`src/rtl/seg_display_pkg.sv`:
```
// Shared constants for the multiplexed hex seven-segment display.
// Segment codes are active-low, bit order {g,f,e,d,c,b,a}.
package seg_display_pkg;

  localparam int NUM_DIGITS = 4;
  localparam logic [6:0] SEG_OFF = 7'h7F;

  localparam logic [6:0] HEX_SEG [16] = '{
    7'h40, 7'h79, 7'h24, 7'h30,
    7'h19, 7'h12, 7'h02, 7'h78,
    7'h00, 7'h10, 7'h08, 7'h03,
    7'h46, 7'h21, 7'h06, 7'h0E
  };

endpackage

```
`src/rtl/hex_to_seg7.sv`:
```
// Combinational nibble to active-low seven-segment pattern.
module hex_to_seg7
  import seg_display_pkg::*;
(
  input  logic [3:0] nibble,
  output logic [6:0] seg
);

  assign seg = HEX_SEG[nibble];

endmodule

```
`src/rtl/reg_hex_display.sv`:
```
// Four-digit scanned hex display of one 16-bit half of a debug register word.
// The shown half is latched once per scan frame so a frame never mixes two values.
module reg_hex_display
  import seg_display_pkg::*;
#(
  parameter int REFRESH_DIV = 100000,
  parameter bit LZ_SUPPRESS = 1'b0
) (
  input  logic                  CLK,
  input  logic                  RST,
  input  logic [31:0]           Value,
  input  logic                  Half_Sel,
  input  logic                  Blank,
  output logic [NUM_DIGITS-1:0] AN,
  output logic [6:0]            SEG,
  output logic                  DP,
  output logic                  Frame_Tick
);

  localparam int CW = (REFRESH_DIV > 2) ? $clog2(REFRESH_DIV) : 1;
  localparam logic [CW-1:0] CNT_LAST = CW'(REFRESH_DIV - 1);
  localparam logic [NUM_DIGITS-1:0] AN_OFF = '1;

  logic [CW-1:0] cnt;
  logic [1:0]    dig;
  logic [15:0]   sh;
  logic          hs_sh;

  logic          digit_wrap;
  logic          frame_end;
  logic [3:0]    nibble;
  logic [6:0]    seg_lit;
  logic          lead_zero;
  logic          digit_off;
  logic [NUM_DIGITS-1:0] an_next;

  assign digit_wrap = (cnt == CNT_LAST);
  assign frame_end  = digit_wrap && (dig == 2'd3);

  always_ff @(posedge CLK or posedge RST) begin
    if (RST) begin
      cnt <= '0;
      dig <= 2'd0;
    end else if (digit_wrap) begin
      cnt <= '0;
      dig <= dig + 2'd1;
    end else begin
      cnt <= cnt + 1'b1;
    end
  end

  // Capture on the last cycle of digit 3 so the next frame starts on fresh data.
  always_ff @(posedge CLK or posedge RST) begin
    if (RST) begin
      sh    <= 16'h0000;
      hs_sh <= 1'b0;
    end else if (frame_end) begin
      sh    <= Half_Sel ? Value[31:16] : Value[15:0];
      hs_sh <= Half_Sel;
    end
  end

  always_comb begin
    nibble    = sh[3:0];
    lead_zero = 1'b0;
    case (dig)
      2'd1: begin
        nibble    = sh[7:4];
        lead_zero = (sh[15:4] == 12'h000);
      end
      2'd2: begin
        nibble    = sh[11:8];
        lead_zero = (sh[15:8] == 8'h00);
      end
      2'd3: begin
        nibble    = sh[15:12];
        lead_zero = (sh[15:12] == 4'h0);
      end
      default: begin
        nibble    = sh[3:0];
        lead_zero = 1'b0;
      end
    endcase
  end

  hex_to_seg7 u_hex_to_seg7 (
    .nibble (nibble),
    .seg    (seg_lit)
  );

  assign an_next   = ~(NUM_DIGITS'(1) << dig);
  assign digit_off = Blank || (LZ_SUPPRESS && lead_zero);

  always_ff @(posedge CLK or posedge RST) begin
    if (RST) begin
      AN         <= AN_OFF;
      SEG        <= SEG_OFF;
      DP         <= 1'b1;
      Frame_Tick <= 1'b0;
    end else begin
      Frame_Tick <= frame_end;
      if (digit_off) begin
        AN  <= AN_OFF;
        SEG <= SEG_OFF;
        DP  <= 1'b1;
      end else begin
        AN  <= an_next;
        SEG <= seg_lit;
        DP  <= !((dig == 2'd0) && hs_sh);
      end
    end
  end

endmodule

```
`config.mk`:
```
export PLATFORM = sky130hd
export DESIGN_NAME = reg_hex_display
export DESIGN_NICKNAME = d
export VERILOG_FILES = /design/src/rtl/seg_display_pkg.sv /design/src/rtl/hex_to_seg7.sv /design/src/rtl/reg_hex_display.sv
export SDC_FILE = /design/constraint.sdc
export NUM_CORES = 1
export LEC_CHECK = 0
export BUFFER_PORTS_ARGS = -buffer_cell sky130_fd_sc_hd__buf_2
export CORE_MARGIN = 2
export CORE_UTILIZATION = 49
export DETAILED_ROUTE_END_ITERATION = 8
export GPL_TIMING_DRIVEN = 0
export PLACE_DENSITY = 0.75
export SYNTH_ARGS = -nofsm -noshare
export SYNTH_HDL_FRONTEND = slang
export SYNTH_SLANG_ARGS = --single-unit
```
`constraint.sdc`:
```
create_clock -name CLK -period 2.3 [get_ports CLK]
set_input_delay 0.345 -clock CLK [delete_from_list [all_inputs] [get_ports CLK]]
set_output_delay 0.345 -clock CLK [all_outputs]
set_load 0.01 [all_outputs]
```
== Word level (Yosys, flattened, before mapping) ==
Memories as Yosys holds them, arrays and structs flattened.
Index checks and enable logic that the tools add are counted.

* ROM bits: 112
* Bits in registers: 49
* Bits in writable memories: 0
* Latch bits: 0
* Output and inout port bits: 13
* Logic and storage cells: 31
* Input port bits: 36
* Memories kept: 1

* Muxes and demuxes: 8
* Shift-type cells: 1
* Eq/ne operators: 4
* Divide/modulo/power cells: 0
* Bitwise gates (word level): 2
* Add/subtract/negate cells: 2
* Magnitude comparators: 1
* $mul: 0
* Reduce and logical (&&, ||, !) cells: 4

{| class="wikitable"
|+ Memory list
! memory !! words !! width !! read ports !! clocked after memory_dff !! write ports !! RTL line !! RTL
|-
| (name not given) || 16 || 7 || 1 || 0 || 0 || hex_to_seg7.sv:9 || <nowiki>assign seg = HEX_SEG[nibble];</nowiki>
|}

{| class="wikitable"
|+ Operators by type and width
! operator !! count
|-
| 2-to-1 mux 7 bit || 3
|-
| adder 17 x 1 -> 17 bit (second input constant) || 1
|-
| == test 17 bit (second input constant) || 1
|-
| 2-to-1 mux 17 bit || 1
|-
| 2-to-1 mux 16 bit || 1
|-
| case mux 4 bit (3 select lines) || 1
|-
| >= comparator 5 bit (second input constant) || 1
|-
| inverter 4 -> 5 bit || 1
|-
| == test 2 bit (second input constant) || 2
|-
| 2-to-1 mux 4 bit || 1
|-
| inverter 4 bit || 1
|-
| left shift 1 x 2 -> 4 bit (first input constant) || 1
|-
| adder 2 x 1 -> 2 bit (second input constant) || 1
|-
| == test 2 x 1 -> 1 bit (second input constant) || 1
|-
| logical AND 1 bit || 2
|-
| logical NOT 2 bit || 1
|-
| logical NOT 1 bit || 1
|-
| 2-to-1 mux 1 bit || 1
|}

== Depth between registers and ports, before layout ==
Gate-level depths: netlist of run 1.

* Depth after elaboration: 7
* Depth in mapped cells: 8

== By module ==
Synthesis of run 1 repeated with hierarchy kept, for this count alone.

* Cells, all modules: 218
* Area total of the unflattened synthesis: 2,618.8 um^2

{| class="wikitable"
|+ Modules (own cells, without submodules)
! module !! area each (um^2) !! sequential area each (um^2) !! cells an instance !! times used
|-
| reg_hex_display || 2,344.7 || 1,241.2 || 185 || 1
|-
| hex_to_seg7 || 274.0 || 0.0 || 33 || 1
|}

== Worst setup path after synthesis of run 1 ==
OpenSTA, ideal clock, no wires.

* Path type: flip-flop to flip-flop
* From: register dig[0]
* To: register SEG[6]
* Stages on the path, launching flop included: 9
* Data required time: 2,217 ps
* Data arrival time: 2,077 ps
* Buffers on the path: 0
* Path slack: 140 ps
* Setup time: 83 ps
* Period minus slack after synthesis: 2,160 ps
* Cell sequence: dfrtp_1 -> inv_1 -> ha_1 -> a222oi_1 -> mux2_2 -> inv_1 -> ha_1 -> mux2_2 -> a221o_1

* Cells in the longest elaborated chain, start to end: 7

{| class="wikitable"
|+ Ends and longest elaborated chain
! item !! RTL line !! RTL
|-
| start: declaration || reg_hex_display.sv:25 || <nowiki>logic [1:0] dig;</nowiki>
|-
| start signal: assignment || reg_hex_display.sv:46 || <nowiki>dig <= dig + 2'd1;</nowiki>
|-
| == test 2 bit / == test 2 x 1 -> 1 bit (equally long branches) || reg_hex_display.sv:66 || <nowiki>case (dig)</nowiki>
|-
| case mux 4 bit (3 select lines) * || reg_hex_display.sv:66 ||
|-
| inverter 4 -> 5 bit (not written as such) * || hex_to_seg7.sv:9 ||
|-
| memory read (16 x 7 bit) * || -- ||
|-
| 2-to-1 mux 7 bit (not written as such) * (2 in series) || hex_to_seg7.sv:9 ||
|-
| 2-to-1 mux 7 bit * || reg_hex_display.sv:102 || <nowiki>if (digit_off) begin</nowiki>
|-
| end signal: assignment || reg_hex_display.sv:108 || <nowiki>SEG <= seg_lit;</nowiki>
|-
| end: declaration || reg_hex_display.sv:15 || <nowiki>output logic [6:0] SEG,</nowiki>
|}

Every way passes the cells marked *; elsewhere a longest branch is shown, timed or not. The select of a mux whose other input is x is not followed.
A chain may end at the register's enable or synchronous reset.

== Worst setup path after layout of run 1 ==
Same ends and word-level chain as after synthesis.

==> run summary, run 1 <==
Met2 GRT Util = 0.264
Post-synthesis adder-cell area fraction = 0.0594
Hold path depth = 3
Count of mapped cells out of synthesis = 225
Reg area = 0.00124 sq mm
Placed cell areas = 0.00287 sq mm
Met1 Use GR = 0.244
Final Cell Area = 0.00301 sq mm
Cell type contributing the most total cell area after synthesis = sky130_fd_sc_hd__dfrtp_1
Post-synthesis simple-gate area fraction = 0.117
Worst Max-Slew Pin Slew = 0.721 ns
Crit path launch type = flip-flop
Critical path arrival = 2.46 ns
Number of cells traversed by the worst register-to-register path = 8
Element type at the critical path end = flip-flop
Fraction of registers with async set/reset = 1.00
Mean instance size in the synthesized netlist = 11.2 sq um
Global-route track usage on met3 = 0.0331
Maximum number of buffers from clock root to sink = 2
Required time reported for the critical path endpoint = 2.54 ns
Final standard cell utilization of the core = 0.596
Worst reg2reg setup slack = 0.07 ns
Detailed Route WL = 4560 um
DR iter-0 viols = 90
Worst flop-to-flop path startpoint = dig[0]
Top_reg_cell synth = sky130_fd_sc_hd__dfrtp_1
Worst relative slew slack = 0.515
Worst setup path class = reg -> reg
Share of the synthesized area in compound gates (AO/OA/AOI/OAI) = 0.125
Cell types occupying the most area after synthesis = sky130_fd_sc_hd__dfrtp_1 37%, sky130_fd_sc_hd__dfstp_2 12%, sky130_fd_sc_hd__mux2i_1 8.7%
Die area = 0.00575 sq mm
Busiest metal layer after global routing = met2
DPL Wire Length = 3340 um
Achievable Freq = 449 MHz
Number of nets in the finished design = 332
Area added between synthesis and finish = 19.0%
Final number of max-transition violations = 0
Clock period minus final worst setup slack = 2.23 ns
Period Utilization, post-route = 0.969
Global-route wire length before repair = 7640 um
Maximum number of pins on one net before global-route repair = 37
Total clock buffers created by CTS = 5
Overall die width = 75.8 um
End point of the worst hold path = sh[5]
Hold Path Class = in -> reg
Leakage power = 0.00138 uW
Area fraction of the dominant cell type after synthesis = 0.367
Std-Cell Core Area = 0.00504 sq mm
Worst reg2reg endpoint = SEG[6]
Clk slew on worst S/H paths = 0.09 ns
Total chip power = 1460 uW
Fin Clk Skew = 0.00997 ns
Final hold violations = 0
Number of iterations in the first detailed-routing pass = 5
Mux cell area share after synthesis = 0.124
Largest family of logic cells by synthesized area = compound AO/OA/AOI/OAI gates
Die Y-Extent = 75.8 um
Clock latency reported for the late side of the worst-skew pair = 0.30 ns
Number of levels in the clock H-tree = 2
Drt drc = 0
Count of endpoints failing setup in the final report = 0
Initial Util = 0.501
Beginning of the worst hold path = Value[5]
Synthesis Warnings = 0
Setup repair after global routing missed its margin = no
Number of enable-type register cells in the synthesized netlist = 0
Multi-input gate area in the final layout = 0.00120 sq mm
Root buffer cell = sky130_fd_sc_hd__clkbuf_8
Antenna violations before repair = 0
Cell Area, Synth = 0.00253 sq mm
Number of global-route vias before repair = 1696
Diodes inserted = 0
Global-route usage over all layers = 0.178
Status = finished, final reports clean
GPL Wtd Cong = 0.880
Wire per inst = 12.8 um
Count of filler cells inserted in the layout = 424
GRT overflow = 0
Post-synthesis sequential element count = 49
Register area share after synthesis = 0.491
Share of layout cells above drive strength 1 = 0.326
Netlist cell types = 39
Maximum VDD drop = 207 uV
Mean number of vias per cell = 5.18
Clk sinks = 49
Net count after synthesis = 273
Crit path max fanout = 5
Max-cap violation count = 0
Xor/xnor share of the synthesized area = 0.0416
Ports = 49
Row count = 26
Via count = 1840
Count of input and output buffers = 47
Antenna viol nets, final = 0
CTS tree = built
Power per cell area = 485 mW/mm^2
## cell usage in the layout, fill, tap and decap left out, drive strengths merged, types with 2 or more instances in the layout
| cell type | count |
|---|---|
| dfrtp | 37 |
| xnor2 | 8 |
| ha | 12 |
| nor2 | 5 |
| a221o | 3 |
| mux2i | 22 |
| nand2 | 11 |
| inv | 14 |
| and2 | 6 |
| a222oi | 4 |
| and4bb | 2 |
| dfstp | 12 |
| nand4 | 5 |
| a31oi | 2 |
| buf | 55 |
| xor2 | 4 |
| nor3 | 2 |
| nand3 | 6 |
| o21ai | 37 |
| mux2 | 8 |
| a21boi | 3 |
| clkbuf | 12 |
| and4 | 2 |
## logic make-up after synthesis
family / Yosys count
buffers and inverters: 23
adder cells (fa/ha/maj): 12
AND/OR/NAND/NOR: 47
XOR/XNOR: 12
multiplexers: 30
AO/OA/AOI/OAI: 52
flip-flops: 49
## cell usage after synthesis, types with 6 or more instances
library cell,n
sky130_fd_sc_hd__and2_1,6
sky130_fd_sc_hd__clkbuf_1,6
sky130_fd_sc_hd__dfrtp_1,37
sky130_fd_sc_hd__dfstp_2,12
sky130_fd_sc_hd__ha_1,12
sky130_fd_sc_hd__inv_1,14
sky130_fd_sc_hd__mux2_2,7
sky130_fd_sc_hd__mux2i_1,22
sky130_fd_sc_hd__nand2_1,11
sky130_fd_sc_hd__nand3_1,6
sky130_fd_sc_hd__o21ai_0,28
sky130_fd_sc_hd__o21ai_1,9
sky130_fd_sc_hd__xnor2_1,8
## through the flow
step,cells,hold WS [ns],TNS [ns],setup slack [ns]
after floorplan,225,0.403,0,0.140
after CTS,355,0.299,0,0.00925
final,355,0.306,0,0.0723
after global placement,342,0.450,-0.0919,-0.0919
after detailed placement,343,0.321,-0.125,-0.125
after global routing,355,0.329,0,0.0219
## flip-flops by register name, indices dropped and copies added (netlist names)
name,flops
cnt,17
AN,4
DP,1
hs_sh,1
sh,16
dig,2
Frame_Tick,1
SEG,7
## metal layers
metal  routed length [um]  vias to the layer above
li1                     -                      916
met1                 2200                      860
met2                 2020                       55
met3                  211                        9
met4                  121                        0
met5                    0                        -
## how the worst max path moves through the flow
stage | from | endpoint | depth (start not counted)
4_1_cts | dig[1] | SEG[6] | 8
2_1_floorplan | dig[0] | SEG[6] | 8
3_5_place_dp | dig[0] | SEG[6] | 8
6_report | dig[0] | SEG[6] | 8
5_1_grt | dig[0] | SEG[6] | 8
3_3_place_gp | dig[0] | SEG[6] | 8
## critical path, cell delays in order, from the launching register on
cell and delay, ns:
sky130_fd_sc_hd__dfrtp_1 0.43, sky130_fd_sc_hd__inv_2 0.07, sky130_fd_sc_hd__ha_2 0.22, sky130_fd_sc_hd__a222oi_1 0.34, sky130_fd_sc_hd__mux2_4 0.23, sky130_fd_sc_hd__inv_1 0.08, sky130_fd_sc_hd__ha_2 0.22, sky130_fd_sc_hd__mux2_2 0.27
sky130_fd_sc_hd__a221o_1 0.30
## final cells by class
cell class,count,area share
Multi-Input combinational cell,153,0.399
Tap cell,70,0.0291
Sequential cell,49,0.413
Inverter,14,0.0175
Buffer,8,0.0154
Clock inverter,1,0.00250
Clock buffer,7,0.0254
Timing Repair Buffer,53,0.0982
## repair_timing
item / CTS / global route
hold buffers: 1 / 0
hold endpoints to repair: 6 / 0
buffers inserted: 4 / 0
endpoints found under the setup margin: 1 / 1
resized for setup: 3 / 4
pin swaps: 1 / 1
## power breakdown
part	switching [uW]	leakage, uW	internal [uW]
Sequential	1.42	0.000543	872
Clock	276	0.0000385	215
Combinational	47.6	0.000794	46.1
Note: power is estimated with default switching activity, not from simulation.
==> run 2, diff against run 1 <==
Settings changed: SETUP_SLACK_MARGIN set to 0.2, SKIP_CTS_REPAIR_TIMING set to 1.
==> run 2 against run 1 <==
Effect of this change: largest power group unchanged; sequential share of layout area down 0.88 points; sequential power about the same; via count up 1.1%; worst setup slack better by 0.0022 ns; worst hold slack better by 0.0054 ns; clock power down 4%; global-route usage down 0.55 points; utilization up 1.4 points; critical path depth unchanged; largest cell class unchanged; highest routed layer unchanged; clock skew down 0.00057 ns; wire length up 5.9%.
==> run summary, run 2 (synthesized netlist as in run 1, its figures left out) <==
Power per cell area = 468 mW/mm^2 (was 485 mW/mm^2)
Row count = 26 (unchanged)
Diodes inserted = 0 (unchanged)
Share of layout cells above drive strength 1 = 0.352 (was 0.326)
Crit path launch type = flip-flop (unchanged)
Wire per inst = 13.4 um (was 12.8 um)
Maximum number of pins on one net before global-route repair = 41 (was 37)
Internal power contribution = 1130 uW (about the same)
Status = finished, final reports clean (unchanged)
Number of standard cells in the layout, taps in and fillers out = 360 (was 355)
Initial Util = 0.501 (unchanged)
Detailed Route WL = 4820 um (was 4560 um)
Setup repair after global routing missed its margin = yes (was no)
Maximum number of buffers from clock root to sink = 2 (unchanged)
Hold Path Class = in -> reg (unchanged)
Required time reported for the critical path endpoint = 2.51 ns (was 2.54 ns)
Ports = 49 (unchanged)
Clock latency reported for the late side of the worst-skew pair = 0.29 ns (was 0.30 ns)
Antenna violations before repair = 0 (unchanged)
Std-Cell Core Area = 0.00504 sq mm (unchanged)
GPL Wtd Cong = 0.883 (was 0.880)
Worst setup path class = reg -> reg (unchanged)
Sequential group share of total power = 0.606 (was 0.599)
Mean number of vias per cell = 5.17 (was 5.18)
Hold path depth = 3 (unchanged)
Fin Clk Skew = 0.00940 ns (was 0.00997 ns)
CTS tree = built (unchanged)
Global-route wire length before repair = 7490 um (was 7640 um)
Drt drc = 0 (unchanged)
Hold slack final = 0.312 ns (was 0.306 ns)
Final hold violations = 0 (unchanged)
Die Y-Extent = 75.8 um (unchanged)
Clk slew on worst S/H paths = 0.08 ns (was 0.09 ns)
Final Cell Area = 0.00308 sq mm (was 0.00301 sq mm)
Max-cap violation count = 0 (unchanged)
Fin Setup TNS = 0 ns (unchanged)
Crit path max fanout = 5 (unchanged)
Antenna viol nets, final = 0 (unchanged)
Combinational power share = 0.065 (was 0.064)
Count of endpoints failing setup in the final report = 0 (unchanged)
Root buffer cell = sky130_fd_sc_hd__clkbuf_8 (unchanged)
Number of iterations in the first detailed-routing pass = 4 (was 5)
Largest registers in the final layout = cnt x17, sh x16, SEG x7 (unchanged)
Element type at the critical path end = flip-flop (unchanged)
Worst reg2reg setup slack = 0.07 ns (about the same)
Number of flip-flops in the largest register = 17 (unchanged)
Worst Max-Slew Pin Slew = 0.680 ns (was 0.721 ns)
Number of global-route vias before repair = 1629 (was 1696)
Achievable Freq = 449 MHz (about the same)
Area added between synthesis and finish = 21.7% (was 19.0%)
Leakage power = 0.00140 uW (was 0.00138 uW)
Total clock buffers created by CTS = 5 (unchanged)
Most common library cell in the layout ignoring fill and taps = sky130_fd_sc_hd__buf_2 (unchanged)
Cell Count Post-Placement = 343 (unchanged)
Commonest cells after routing, fill and taps aside = 48 x sky130_fd_sc_hd__buf_2, 36 x sky130_fd_sc_hd__dfrtp_1, 27 x sky130_fd_sc_hd__o21ai_0 (was 48 x sky130_fd_sc_hd__buf_2, 37 x sky130_fd_sc_hd__dfrtp_1, 28 x sky130_fd_sc_hd__o21ai_0)
Number of nets in the finished design = 337 (was 332)
GRT overflow = 0 (unchanged)
DPL Wire Length = 3400 um (was 3340 um)
Switching power as a share of total power = 0.216 (was 0.223)
Die area = 0.00575 sq mm (unchanged)
Clock power frac = 0.329 (was 0.337)
Via count = 1861 (was 1840)
Period Utilization, post-route = 0.968 (was 0.969)
Maximum VDD drop = 229 uV (was 207 uV)
Global-route usage over all layers = 0.172 (was 0.178)
Final number of max-transition violations = 0 (unchanged)
Count of input and output buffers = 47 (unchanged)
Critical path arrival = 2.44 ns (was 2.46 ns)
Clock period minus final worst setup slack = 2.23 ns (about the same)
Worst relative slew slack = 0.542 (was 0.515)
Sw power = 310 uW (was 325 uW)
Number of levels in the clock H-tree = 2 (unchanged)
Number of cells traversed by the worst register-to-register path = 8 (unchanged)
Placed cell areas = 0.00288 sq mm (was 0.00287 sq mm)
Largest Register = cnt (unchanged)
DR iter-0 viols = 92 (was 90)
Overall die width = 75.8 um (unchanged)
Clk sinks = 49 (unchanged)
-- run 2: cell count changes in the layout (fill, tap and decap cells not counted), moves of 2 or more --
| cell | delta |
|---|---|
| sky130_fd_sc_hd__buf_4 | +4 |
| sky130_fd_sc_hd__ha_2 | -2 |
| sky130_fd_sc_hd__ha_4 | +2 |
| sky130_fd_sc_hd__inv_1 | -2 |
| sky130_fd_sc_hd__mux2i_1 | -2 |
| sky130_fd_sc_hd__mux2i_2 | +2 |
-- run 2: layout make-up --
type,count,area (sq um)
clock inverter,1,3.75
buffer,9,53.8
sequential,49,1240
inverter,14,55.1
clock buffer,7,76.3
timing repair buffer,57,325
tap,70,87.6
multi-input combinational,153,1230
fill,410,1970
-- run 2: final timing paths --
| kind | start | to |
|---|---|---|
| worst max-delay path | dig[0] | SEG[6] |
| worst min-delay path | Value[5] | sh[5] |
| worst max register to register | dig[0] | SEG[6] |
| worst min register to register | hs_sh | DP |
| max in group asynchronous | RST | SEG[1] |
| min in group asynchronous | RST | cnt[13] |
-- run 2: metrics by stage --
stage          setup WS (ns)  power, uW   util
2_1_floorplan          0.205        936      -
3_3_place_gp         -0.0165        978  0.567
3_5_place_dp         -0.0758        984  0.571
4_1_cts              -0.0989       1460  0.587
5_1_grt             -0.00497       1510  0.610
6_report              0.0745       1440  0.610
-- run 2: power groups by stage --
stage	logic (uW)	clock network, uW	registers, uW
after CTS	94.5	490	873
after floorplan	42.9	0	893
after detailed placement	94.2	0	890
after global routing	108	524	874
final	93.5	474	873
after global placement	88.5	0	889
-- run 2: layer usage --
layer  share of wire  global-route usage  vias to the layer above
li1                -                   -                      930
met1            0.48               0.239                      876
met2            0.47               0.265                       49
met3           0.045              0.0463                        6
met4           0.011              0.0526                        0
met5               0                   0                        -
-- run 2: critical path: stages, from the launching register on --
cell and delay (ns):
sky130_fd_sc_hd__dfrtp_1 0.42, sky130_fd_sc_hd__inv_2 0.08, sky130_fd_sc_hd__ha_4 0.18, sky130_fd_sc_hd__a222oi_1 0.37
sky130_fd_sc_hd__mux2_4 0.25, sky130_fd_sc_hd__inv_1 0.08, sky130_fd_sc_hd__ha_4 0.17, sky130_fd_sc_hd__mux2_2 0.26
sky130_fd_sc_hd__a221o_1 0.34
